`config.mk`:
```
export PLATFORM = sky130hd
export DESIGN_NAME = jtag_tap_responder
export DESIGN_NICKNAME = d
export VERILOG_FILES = /design/src/rtl/jtag_tap_responder_pkg.sv /design/src/rtl/jtag_tap_responder_in_sync.sv /design/src/rtl/jtag_tap_responder.sv
export SDC_FILE = /design/constraint.sdc
export NUM_CORES = 1
export LEC_CHECK = 0
export BUFFER_PORTS_ARGS = -buffer_cell sky130_fd_sc_hd__buf_2
export CORE_AREA = 4 4 124 126
export DETAILED_ROUTE_END_ITERATION = 7
export DIE_AREA = 0 0 128 130
export PLACE_DENSITY = 0.52
export SYNTH_ARGS = -nofsm -noshare
export SYNTH_HDL_FRONTEND = slang
export SYNTH_HIERARCHICAL = 1
export SYNTH_SLANG_ARGS = --single-unit
```
`constraint.sdc`:
```
create_clock -name clk_i -period 3.4 [get_ports clk_i]
set_input_delay 0.34 -clock clk_i [delete_from_list [all_inputs] [get_ports clk_i]]
set_output_delay 0.34 -clock clk_i [all_outputs]
set_load 0.02 [all_outputs]
```
`src/rtl/jtag_tap_responder_pkg.sv`:
```
// Shared TAP definitions: 1149.1 state encoding, next-state function, DR select.
package jtag_tap_responder_pkg;

  localparam int TAP_STATE_W = 4;
  localparam logic BYPASS_CAPTURE = 1'b0;
  localparam logic [1:0] IR_CAPTURE_LSBS = 2'b01;

  typedef enum logic [TAP_STATE_W-1:0] {
    TLR      = 4'hF,
    RTI      = 4'hC,
    SEL_DR   = 4'h7,
    CAP_DR   = 4'h6,
    SH_DR    = 4'h2,
    EX1_DR   = 4'h1,
    PAUSE_DR = 4'h3,
    EX2_DR   = 4'h0,
    UPD_DR   = 4'h5,
    SEL_IR   = 4'h4,
    CAP_IR   = 4'hE,
    SH_IR    = 4'hA,
    EX1_IR   = 4'h9,
    PAUSE_IR = 4'hB,
    EX2_IR   = 4'h8,
    UPD_IR   = 4'hD
  } tap_state_e;

  typedef enum logic [1:0] {
    DR_BYPASS = 2'd0,
    DR_IDCODE = 2'd1,
    DR_USER   = 2'd2
  } dr_sel_e;

  function automatic tap_state_e tap_next(input tap_state_e s, input logic tms);
    tap_state_e n;
    case (s)
      TLR:      n = tms ? TLR      : RTI;
      RTI:      n = tms ? SEL_DR   : RTI;
      SEL_DR:   n = tms ? SEL_IR   : CAP_DR;
      CAP_DR:   n = tms ? EX1_DR   : SH_DR;
      SH_DR:    n = tms ? EX1_DR   : SH_DR;
      EX1_DR:   n = tms ? UPD_DR   : PAUSE_DR;
      PAUSE_DR: n = tms ? EX2_DR   : PAUSE_DR;
      EX2_DR:   n = tms ? UPD_DR   : SH_DR;
      UPD_DR:   n = tms ? SEL_DR   : RTI;
      SEL_IR:   n = tms ? TLR      : CAP_IR;
      CAP_IR:   n = tms ? EX1_IR   : SH_IR;
      SH_IR:    n = tms ? EX1_IR   : SH_IR;
      EX1_IR:   n = tms ? UPD_IR   : PAUSE_IR;
      PAUSE_IR: n = tms ? EX2_IR   : PAUSE_IR;
      EX2_IR:   n = tms ? UPD_IR   : SH_IR;
      UPD_IR:   n = tms ? SEL_DR   : RTI;
      default:  n = TLR;
    endcase
    return n;
  endfunction

endpackage

```
`src/rtl/jtag_tap_responder_in_sync.sv`:
```
// Oversampling synchronizer for TCK/TMS/TDI plus TCK rise/fall detection.
module jtag_in_sync #(
  parameter int C_SYNC_STAGES = 2
) (
  input  logic clk_i,
  input  logic reset_i,
  input  logic tck_i,
  input  logic tms_i,
  input  logic tdi_i,
  output logic tms,
  output logic tdi,
  output logic rise,
  output logic fall
);

  // All three pins share one pipe so TMS/TDI stay aligned with TCK.
  logic [C_SYNC_STAGES-1:0][2:0] sync_pipe;
  logic prev_tck;
  logic sync_tck;

  always_ff @(posedge clk_i) begin
    if (reset_i) begin
      sync_pipe <= '0;
      prev_tck  <= 1'b0;
    end else begin
      sync_pipe[0] <= {tck_i, tms_i, tdi_i};
      for (int i = 1; i < C_SYNC_STAGES; i++) sync_pipe[i] <= sync_pipe[i-1];
      prev_tck <= sync_tck;
    end
  end

  assign sync_tck = sync_pipe[C_SYNC_STAGES-1][2];
  assign tms      = sync_pipe[C_SYNC_STAGES-1][1];
  assign tdi      = sync_pipe[C_SYNC_STAGES-1][0];
  assign rise     = sync_tck & ~prev_tck;
  assign fall     = ~sync_tck & prev_tck;

endmodule

```
`src/rtl/jtag_tap_responder.sv`:
```
// Target-side JTAG TAP: 1149.1 controller with IR, BYPASS, IDCODE and one USER DR.
module jtag_tap_responder
  import jtag_tap_responder_pkg::*;
#(
  parameter int                    C_IR_WIDTH     = 6,
  parameter int                    C_DR_WIDTH     = 32,
  parameter logic [31:0]           C_IDCODE       = 32'h0372_2093,
  parameter logic [C_IR_WIDTH-1:0] C_INSTR_IDCODE = 6'b001001,
  parameter logic [C_IR_WIDTH-1:0] C_INSTR_USER   = 6'b000010,
  parameter int                    C_SYNC_STAGES  = 2
) (
  input  logic                  clk_i,
  input  logic                  reset_i,
  input  logic                  tck_i,
  input  logic                  tms_i,
  input  logic                  tdi_i,
  output logic                  tdo_o,
  output logic                  tdo_oe_o,
  output logic [3:0]            state_o,
  output logic [C_IR_WIDTH-1:0] ir_o,
  input  logic [C_DR_WIDTH-1:0] dr_capture_i,
  output logic [C_DR_WIDTH-1:0] dr_o,
  output logic                  dr_update_o
);

  localparam logic [C_IR_WIDTH-1:0] IR_CAPTURE = {{(C_IR_WIDTH-2){1'b0}}, IR_CAPTURE_LSBS};

  logic tms, tdi, rise, fall;
  tap_state_e state, state_nxt;
  dr_sel_e sel;
  logic [C_IR_WIDTH-1:0] ir_sr;
  logic [31:0] idcode_sr;
  logic [C_DR_WIDTH-1:0] user_sr;
  logic bypass_sr;
  logic tdo_nxt, oe_nxt;

  jtag_in_sync #(.C_SYNC_STAGES(C_SYNC_STAGES)) u_sync (
    .clk_i   (clk_i),
    .reset_i (reset_i),
    .tck_i   (tck_i),
    .tms_i   (tms_i),
    .tdi_i   (tdi_i),
    .tms     (tms),
    .tdi     (tdi),
    .rise    (rise),
    .fall    (fall)
  );

  always_ff @(posedge clk_i) begin
    if (reset_i) state <= TLR;
    else         state <= state_nxt;
  end

  always_comb begin
    state_nxt = state;
    if (rise) state_nxt = tap_next(state, tms);
  end

  always_comb begin
    if (ir_o == C_INSTR_USER)        sel = DR_USER;
    else if (ir_o == C_INSTR_IDCODE) sel = DR_IDCODE;
    else                             sel = DR_BYPASS;
  end

  always_comb begin
    tdo_nxt = 1'b0;
    oe_nxt  = 1'b0;
    case (state)
      SH_IR: begin
        tdo_nxt = ir_sr[0];
        oe_nxt  = 1'b1;
      end
      SH_DR: begin
        oe_nxt = 1'b1;
        case (sel)
          DR_IDCODE: tdo_nxt = idcode_sr[0];
          DR_USER:   tdo_nxt = user_sr[0];
          default:   tdo_nxt = bypass_sr;
        endcase
      end
      default: ;
    endcase
  end

  // Register actions use the state held before the rise that triggers them.
  always_ff @(posedge clk_i) begin
    if (reset_i) begin
      ir_sr       <= '0;
      ir_o        <= C_INSTR_IDCODE;
      idcode_sr   <= '0;
      user_sr     <= '0;
      bypass_sr   <= 1'b0;
      dr_o        <= '0;
      dr_update_o <= 1'b0;
      tdo_o       <= 1'b0;
      tdo_oe_o    <= 1'b0;
    end else begin
      dr_update_o <= 1'b0;
      if (rise) begin
        case (state)
          CAP_IR: ir_sr <= IR_CAPTURE;
          SH_IR:  ir_sr <= {tdi, ir_sr[C_IR_WIDTH-1:1]};
          CAP_DR: begin
            case (sel)
              DR_IDCODE: idcode_sr <= C_IDCODE;
              DR_USER:   user_sr   <= dr_capture_i;
              default:   bypass_sr <= BYPASS_CAPTURE;
            endcase
          end
          SH_DR: begin
            case (sel)
              DR_IDCODE: idcode_sr <= {tdi, idcode_sr[31:1]};
              DR_USER:   user_sr   <= (user_sr >> 1) |
                                      (C_DR_WIDTH'(tdi) << (C_DR_WIDTH-1));
              default:   bypass_sr <= tdi;
            endcase
          end
          UPD_IR: ir_o <= ir_sr;
          UPD_DR: begin
            if (sel == DR_USER) begin
              dr_o        <= user_sr;
              dr_update_o <= 1'b1;
            end
          end
          default: ;
        endcase
        if (state_nxt == TLR) ir_o <= C_INSTR_IDCODE;
      end
      if (fall) begin
        tdo_o    <= tdo_nxt;
        tdo_oe_o <= oe_nxt;
      end
    end
  end

  assign state_o = state;

endmodule

```
== Yosys cells after proc, flatten, opt, wreduce, memory -nomap -nowiden ==
Cells that the tools add are included.
W data, S select, Z words.
Word-level totals
  flip-flop bits (word level): 123
  bits of input ports: 37
  output and inout bits: 45
  word-level logic and storage cells: 94
Operators by class
  eq/ne operators: 26
  muxes and demuxes: 32
  bitwise logic cells: 7
  reduce and logical (&&, ||, !) cells: 16
Operator list (number)
  $mux W32: 4
  $pmux W32 S2: 2
  $pmux W4 S12: 1
  $eq A4 B4 Y1 const B: 9
  $or A31 B32 Y32: 1
  $eq A4 B3 Y1 const B: 4
  $mux W2: 7
  $mux W3: 4
  $mux W6: 2
  $ne A2 B2 Y1 const B: 6
  $pmux W6 S2: 1
  $reduce_and A4 Y1: 3
  $eq A4 B2 Y1 const B: 2
  $mux W4: 2
  $reduce_or A2 Y1: 4
  $eq A6 B2 Y1 const B: 1
  $eq A6 B4 Y1 const B: 1
  $mux W1: 6
  $pmux W1 S2: 3
  $reduce_bool A2 Y1: 3
  $reduce_or A3 Y1: 2
  $eq A4 B1 Y1 const B: 1
  $logic_not A4 Y1: 1
  $not A1 Y1: 4
  5 further kinds: 7

== Longest topological paths before layout ==
Gate-level depths: netlist of the first run.
  depth after elaboration: 7
  mapped depth: 7
  gate-level depth less buffers: 5

== By module ==
Netlist of the first run, hierarchy kept.
Modules (own cells, without submodules)
  jtag_tap_responder: instances 1, cells an instance 514, area each 4849.7 um^2, seq. area each 2322.2 um^2
  jtag_in_sync: instances 1, cells an instance 16, area each 196.4 um^2, seq. area each 140.1 um^2

== Least setup slack after synthesis of the first run ==
No wires, ideal clock.
  path kind: register to register
  from: reg state[1] (netlist: state_o[1])
  to: reg dr_o[10]
  library setup time: 0.128 ns
  data arrival time: 1.460 ns
  required time: 3.272 ns
  setup slack: 1.813 ns
  stages on the path, launching flop included: 7
  buffers on the path: 2
  clock period less this slack: 1.587 ns
  cells stage by stage: dfxtp_1 > buf_2 > and3b_1 > nand4_2 > buf_4 > mux2i_1 > nor2_1
On the way
  cells in the longest elaborated chain, start to end: 2
Ends and longest elaborated chain
  from (decl): line jtag_tap_responder.sv:29  | tap_state_e state, state_nxt;
  from (signal assigned): line jtag_tap_responder.sv:51  | else state <= state_nxt;
  $eq A4 B3 Y1: line jtag_tap_responder.sv:100  | case (state)
  $reduce_and A3 Y1 (no source line)
  to (signal assigned): line jtag_tap_responder.sv:121  | dr_o <= user_sr;
  to (decl): line jtag_tap_responder.sv:22  | output logic [C_DR_WIDTH-1:0] dr_o,
No other way between the ends.
A chain may end at the register's enable or synchronous reset.

== Final worst setup path of the first run ==
  from: reg state[2] (netlist: state_o[2])
  to: reg dr_o[7]
Same word-level chain as after synthesis.

==> results of run 1 <==
[power by group]
part           total, W  switching (W)  internal (W)
combinational  0.000101      0.0000608     0.0000403
clock           0.00197       0.000644       0.00133
sequential      0.00146      0.0000130       0.00145
[sequential cells by signal, indices dropped and copies added (netlist names), 4 cells and up]
register and cells:
dr_o 32, idcode_sr 32, user_sr 32, ir_o 6, ir_sr 6, state_o 4, u_sync/sync_pipe 4
[critical path, stage by stage (launching register included)]
cell and delay, ns:
dfxtp_1 0.64, and3b_1 0.31, nand4_2 0.63, buf_4 0.51, mux2i_1 0.19, nor2_1 0.06
[per-stage QoR]
| step | std cells | worst slack (ns) | utilization |
|---|---|---|---|
| 3_3_place_gp | 760 | 1.02 | 0.389 |
| 5_1_grt | 792 | 0.710 | 0.434 |
| 3_5_place_dp | 760 | 0.929 | 0.389 |
| 4_1_cts | 792 | 0.914 | 0.434 |
| 6_report | 792 | 0.929 | 0.434 |
| 2_1_floorplan | 530 | 1.81 | - |
[cell type report]
type,instances,share of cell area
repair buffers,89,0.0814
multi-input cells,363,0.380
clock inverters,13,0.0316
inverters,1,0.000604
flip-flops and latches,123,0.396
well taps,184,0.0371
clock buffers,19,0.0729
[path summary, 6_finish.rpt]
| check | to | from |
|---|---|---|
| max | dr_o[7]$_SDFFE_PP0P_ | state_o[2]$_SDFF_PP1_ |
| min | u_sync/sync_pipe[1]$_SDFF_PP0_ | tms_i |
| max reg2reg | dr_o[7]$_SDFFE_PP0P_ | state_o[2]$_SDFF_PP1_ |
| min reg2reg | u_sync/tdi$_SDFF_PP0_ | u_sync/sync_pipe[0]$_SDFF_PP0_ |
[layer usage]
layer / global-route usage / vias to the layer above / part of all wire
met5: 0 / - / 0
li1: - / 1992 / -
met2: 0.208 / 84 / 0.43
met1: 0.179 / 1782 / 0.49
met4: 0.0581 / 0 / 0.020
met3: 0.0405 / 21 / 0.056
[synthesized netlist by cell type, drive strengths merged (4+ instances only)]
library cell  number  share of area
buf               23          0.030
mux2i             65           0.13
nor2              81          0.060
clkbuf            20          0.015
nor3              26          0.027
o21ai              8         0.0079
nand2b             4         0.0050
nand3b             4         0.0060
nor2b             15          0.019
nand2             33          0.025
a22oi              4         0.0060
nor3b              4         0.0079
a21oi             36          0.036
dfxtp            123           0.49
a211oi            33          0.077
nand3             29          0.029
[cells by family after synthesis]
group | count (synthesis) | synth area share
multiplexers | 65 | 0.129
buffers and inverters | 44 | 0.0451
AND/OR/NAND/NOR | 208 | 0.198
AO/OA/AOI/OAI | 90 | 0.140
flip-flops | 123 | 0.488
==> results.md, run 1 <==
* Rel. slew slack at 0.465
* Cts hold-fix bufs at 0
* Grt total ovfl at 0
* Gates resized, CTS repair at 0
* Cell Pwr Density at 570 mW/mm^2
* FF-to-FF path depth at 5
* Syn nets at roughly 570
* Layout area overhead at 23.1%
* Largest fanout on the critical path at 18
* Filler cells at 1402
* Initial antenna violation count at 0
* Global-route wire length before repair at 18200 um
* Routed vias at 3879
* Routed WL per cell at between 10 and 15 um
* RSZ-0062 raised after global routing: false
* Fmax at just over 0.4 GHz
* Type of origin of the critical path: flop
* Final GP Congestion at 0.769
* Register area share after synthesis at 0.488
* YS warnings at 6
* Number of flops mapped to enable cells by yosys at 0
* CTS tree: done
* Num CTS Buffers at 17
* Clock slew at reported path FFs at 0.06 ns
* Slew @ Worst Pin at approximately 0.8 ns
* Commonest non-fill, non-tap cell in the layout: dfxtp_1
* Total die area at 0.0166 sq mm
* Placed Area at 0.00556 sq mm
* Peak supply drop at 0.000371 V
* Setup TNS at 0 ns
* Status: finished, final reports clean
* Overall power at 0.00354 W
* Final nets at approximately 630
* Skew final at 0.00749 ns
* Core footprint at between 0.01 and 0.015 sq mm
* Clock Tree Buf Depth at 2
* Hold crit path type: primary input to flop
* Leak at 2.77 nW
* HPWL after DPL at 6980 um
* Critical Path End Type: flop
* Post-route DRC violation count at 0
* Starting Density at 0.353
* # H-tree levels at 4
* First-iteration detailed-routing DRC count at 201
* Total GRT Usage at 0.136
* ANT nets after route at 0
* Die width at about 130 um
* Vias in the first global route at around 3700
* Layout cells sized above 1 at 0.257
* Synth Instances at 530
* Arrival time worst endpoint at 2.75 ns
* Fraction of registers with async set or reset after synthesis at 0
* Area of the multi-input gates at 0.00236 sq mm
* Final worst path period share at 0.727
* Clock Tree Root: clkbuf_16
* Drt first pass iters at 5
* Max cap viols at 0
* R2R setup slack at roughly 0.93 ns
* Primary FF master, synth: dfxtp_1
* Antenna cells at 0
* Final hold viol count at 0
* Row cnt at 44
* Synth Register Bits at about 120
* Largest net degree at the start of global routing at 86
* Slew Limit Fails at 0
* Clk_lat worst skew at between 0.4 and 0.5 ns
* Most frequent cells in the layout: dfxtp_1, nor2_1, buf_2
* Final worst path period need at 2.47 ns
* Area occupied by registers at 0.00246 sq mm
* Worst EP required at 3.68 ns
* Design Area, Final at 0.00621 sq mm
* Clk sinks at between 100 and 150
* Setup bufs post-CTS at 0
* Final setup viols at 0
* Die Span Y at 130 um
* Critical path class: flop to flop
* I/O pin count at 82
* Synthesized cell area at about 0.0050 sq mm
* Hold_ws at 0.131 ns
* WL final at between 10000 and 15000 um
* Hold path cells at 2
* Post-synth cell types at 39
* Vias/cell at 4.90
* Syn avg cell area at ~9.5 sq um
* Port Buffer Count at 81
Note: power is estimated with default switching activity, not from simulation.
==> inputs of run 2 (changes only) <==
--- a/config.mk
+++ b/config.mk
@@ -5,10 +5,11 @@
 export SDC_FILE = /design/constraint.sdc
 export NUM_CORES = 1
 export LEC_CHECK = 0
+export ABC_AREA = 1
 export BUFFER_PORTS_ARGS = -buffer_cell sky130_fd_sc_hd__buf_2
-export CORE_AREA = 4 4 124 126
+export CORE_AREA = 4 4 122 124
 export DETAILED_ROUTE_END_ITERATION = 7
-export DIE_AREA = 0 0 128 130
+export DIE_AREA = 0 0 126 128
 export PLACE_DENSITY = 0.52
 export SYNTH_ARGS = -nofsm -noshare
 export SYNTH_HDL_FRONTEND = slang
==> constraint.sdc (replaced) <==
create_clock -name clk_i -period 2.5 [get_ports clk_i]
set_input_delay 0.25 -clock clk_i [delete_from_list [all_inputs] [get_ports clk_i]]
set_output_delay 0.25 -clock clk_i [all_outputs]
set_load 0.02 [all_outputs]
==> run 2 against run 1 <==
Combinational power is 100% higher. Clock skew is 0.0035 ns higher. Critical endpoint is now dr_o[4]$_SDFFE_PP0P_. Fmax is 25% higher. Area after synthesis is 3.1% lower. First-iteration DRC count is 70% higher. Via count is 13% higher. Final area is 4.3% lower. Global-route usage is 1.4 points higher. Worst setup slack worse by 0.40 ns. Sequential share of layout area is 1.8 points higher.
==> results.md, run 2 <==
* Status: finished, final reports clean
* Arrival time worst endpoint at 2.31 ns (-0.44 ns)
* Cell Int Power at 0.00352 W (+25%)
* Fraction of registers with async set or reset after synthesis at 0 (unchanged)
* Critical path class: flop to flop
* CTS tree: done
* Global-route wire length before repair at 19600 um (+7.5%)
* Antenna cells at 0 (unchanged)
* Clk_lat worst skew at 0.41 ns (about the same)
* Die width at 126 um (-1.6%)
* Clock slew at reported path FFs at 0.05 ns (about the same)
* Num CTS Buffers at 17 (unchanged)
* Most frequent cell after synthesis: nand2_1
* Die Span Y at 128 um (-1.5%)
* Syn nets at 687 (+21%)
* Critical Path End Type: flop
* Worst EP required at 2.84 ns (-0.84 ns)
* Initial antenna violation count at 0 (unchanged)
* Setup TNS at 0 ns (unchanged)
* Hold Path Origin: tms_i
* Core footprint at 0.0138 sq mm (-3.8%)
* Largest fanout on the critical path at 32 (+14)
* Synth area leaders: dfxtp_1, nand2_1, a21oi_1
* First-iteration detailed-routing DRC count at 341 (+70%)
* Gates resized, CTS repair at 0 (unchanged)
* Total die area at 0.0161 sq mm (-3.1%)
* Leak at 2.40 nW (-13%)
* YS warnings at 6 (unchanged)
* Post-route DRC violation count at 0 (unchanged)
* WL final at 11900 um (+10%)
* Vias/cell at 4.84 (-1.3%)
* Rel. slew slack at 0.403 (-0.0617)
* Final nets at 752 (+19%)
* Slew Limit Fails at 0 (unchanged)
* Most frequent cells in the layout: nand2_1, dfxtp_1, buf_2
* Fmax at 0.507 GHz (+25%)
* # H-tree levels at 4 (unchanged)
* Comb pwr share at 0.045 (+0.016)
* Largest family of logic cells by synthesized area: simple AND/OR/NAND/NOR gates
* FF-to-FF path depth at 7 (+2)
* Post-synth cell types at 24 (-38%)
* Max cap viols at 0 (unchanged)
* Hold path cells at 3 (+1)
* Overall power at 0.00449 W (+27%)
* Cts hold-fix bufs at 0 (unchanged)
* Biggest regs: dr_o x32, idcode_sr x32, user_sr x32
* Primary FF master, synth: dfxtp_1
* Grt total ovfl at 0 (unchanged)
* RSZ-0062 raised after global routing: false
* Post-synthesis mux area share at 0 (-0.129)
* Synthesized cell area at 0.00489 sq mm (-3.1%)
* Power share of the clock group at 0.512 (-0.046)
* ANT nets after route at 0 (unchanged)
* Hold crit path type: primary input to flop
* Fraction of the mapped netlist area in adder cells at 0 (unchanged)
* Drt first pass iters at 5 (unchanged)
* Vias in the first global route at 4045 (+10%)
* Port Buffer Count at 81 (unchanged)
* Largest net degree at the start of global routing at 70 (-19%)
* Clk sinks at 123 (unchanged)
* NetSw at 0.000970 W (+35%)
* Synth Instances at 650 (+23%)
* Routed vias at 4386 (+13%)
* Simple-Gate Fraction of Synth Area at 0.254 (+0.0566)
* Final setup viols at 0 (unchanged)
* I/O pin count at 82 (unchanged)
* Type of origin of the critical path: flop
* Final worst path period need at 1.97 ns (-0.497 ns)
* Synth top area share at 0.504 (+0.0159)
* Clock Tree Root: clkbuf_16
* Skew final at 0.0110 ns (+0.00354 ns)
* Commonest non-fill, non-tap cell in the layout: nand2_1
* Routed WL per cell at 13.1 um (-3.9%)
* Final hold viol count at 0 (unchanged)
* Final worst path period share at 0.790 (+0.0628)
* Synth Register Bits at 123 (unchanged)
* XOR/XNOR Fraction of Synth Area at 0 (unchanged)
* Row cnt at 43 (-2.3%)
* Syn avg cell area at 7.52 sq um (-21%)
* Sw Ratio at 0.216 (+0.0134)
* Clock Tree Buf Depth at 2 (unchanged)
* Hold worst-path end: u_sync/sync_pipe[1]$_SDFF_PP0_
* Setup bufs post-CTS at 0 (unchanged)
* Area leader, netlist: dfxtp_1
* Synth Area in Compound Gates at 0.176 (+0.0358)
* Starting Density at 0.355 (+0.00230)
* Final GP Congestion at 0.861 (+12%)
* Slew @ Worst Pin at 0.894 ns (+0.0935 ns)
* Reg2reg end: dr_o[4]$_SDFFE_PP0P_
* Cell Pwr Density at 756 mW/mm^2 (+33%)
* Share of power burned in registers at 0.443 (+0.030)
* Most frequent cells after synthesis: nand2_1, dfxtp_1, a21oi_1
* Filler cells at 1462 (+4.3%)
* Total GRT Usage at 0.150 (+0.0135)
* Origin of the critical flop-to-flop path: u_sync/sync_pipe[5]$_SDFF_PP0_
* HPWL after DPL at 7570 um (+8.3%)
* Layout area overhead at 21.6%
* Peak supply drop at 0.000473 V (+28%)
* Register area share after synthesis at 0.504 (+0.0159)
* Layout cells sized above 1 at 0.191 (-0.0654)
* Number of flops mapped to enable cells by yosys at 0 (unchanged)
* R2R setup slack at 0.53 ns (-0.40 ns)
[run 2: cell types whose count changed in the layout (fill, tap and decap cells not counted), moves of 32 or more]
cell / before / now
nand2_1: 33 / 204
mux2i_1: 65 / 0
nor2_1: 81 / 29
o21ai_0: 6 / 48
a21oi_1: 36 / 75
a31oi_1: 1 / 33
[run 2: logic make-up (layout without fill, tap and decap cells)]
group	count (synthesis)	count (layout)
simple gates	293	293
compound gates	160	160
flops	123	123
buf+inv	74	151
[run 2: critical path, cell delays in order (launching register included)]
cell     delay [ns]
dfxtp_1        0.33
inv_1          0.05
nor2_1         0.36
buf_4          0.28
nand3_1        0.13
inv_2          0.44
nand2_1        0.13
a21oi_1        0.15
[run 2: cell type report]
type                    count  area, sq um  share of cell area
clock buffers              22          454              0.0764
inverters                  31          116              0.0196
flip-flops and latches    123         2460               0.414
multi-input cells         453         2110               0.355
repair buffers             89          478              0.0804
clock inverters             9         97.6              0.0164
well taps                 180          225              0.0379
[run 2: power by group through the flow]
stage / registers, W / logic (W) / clock network, W
floorplan: 0.00204 / 0.000129 / 0
global placement: 0.00203 / 0.000203 / 0
detailed placement: 0.00203 / 0.000203 / 0
CTS: 0.00199 / 0.000204 / 0.00236
global route: 0.00199 / 0.000227 / 0.00244
finish: 0.00199 / 0.000202 / 0.00230
[run 2: per-layer routing]
metal / up-vias / track usage / share of wire
met2: 88 / 0.223 / 0.45
met3: 16 / 0.0417 / 0.044
met5: - / 0 / 0
met1: 2006 / 0.200 / 0.49
li1: 2276 / - / -
met4: 0 / 0.0713 / 0.022
[run 2: worst max path at each step]
| stage | slack [ns] | cells past startpoint | startpoint | end |
|---|---|---|---|---|
| floorplan | 0.83 | 9 | state_o[1]$_SDFF_PP1_ | idcode_sr[3]$_SDFFE_PP0P_ |
| global placement | 0.55 | 7 | u_sync/sync_pipe[5]$_SDFF_PP0_ | dr_o[29]$_SDFFE_PP0P_ |
| detailed placement | 0.54 | 7 | state_o[1]$_SDFF_PP1_ | idcode_sr[21]$_SDFFE_PP0P_ |
| CTS | 0.53 | 7 | u_sync/sync_pipe[5]$_SDFF_PP0_ | dr_o[4]$_SDFFE_PP0P_ |
| global route | 0.28 | 7 | state_o[1]$_SDFF_PP1_ | idcode_sr[15]$_SDFFE_PP0P_ |
| finish | 0.53 | 7 | u_sync/sync_pipe[5]$_SDFF_PP0_ | dr_o[4]$_SDFFE_PP0P_ |
[run 2: stage by stage]
step                      hold slack, ns  instance area [sq um]  instances  setup WS [ns]   util
after floorplan                    0.321                   4890        650          0.830      -
after global placement             0.394                   5390        876          0.554  0.391
after detailed placement           0.404                   5390        876          0.541  0.391
after CTS                         0.0228                   5940        907          0.527  0.431
after global routing              0.0322                   5940        907          0.277  0.431
final                             0.0355                   5940        907          0.526  0.431
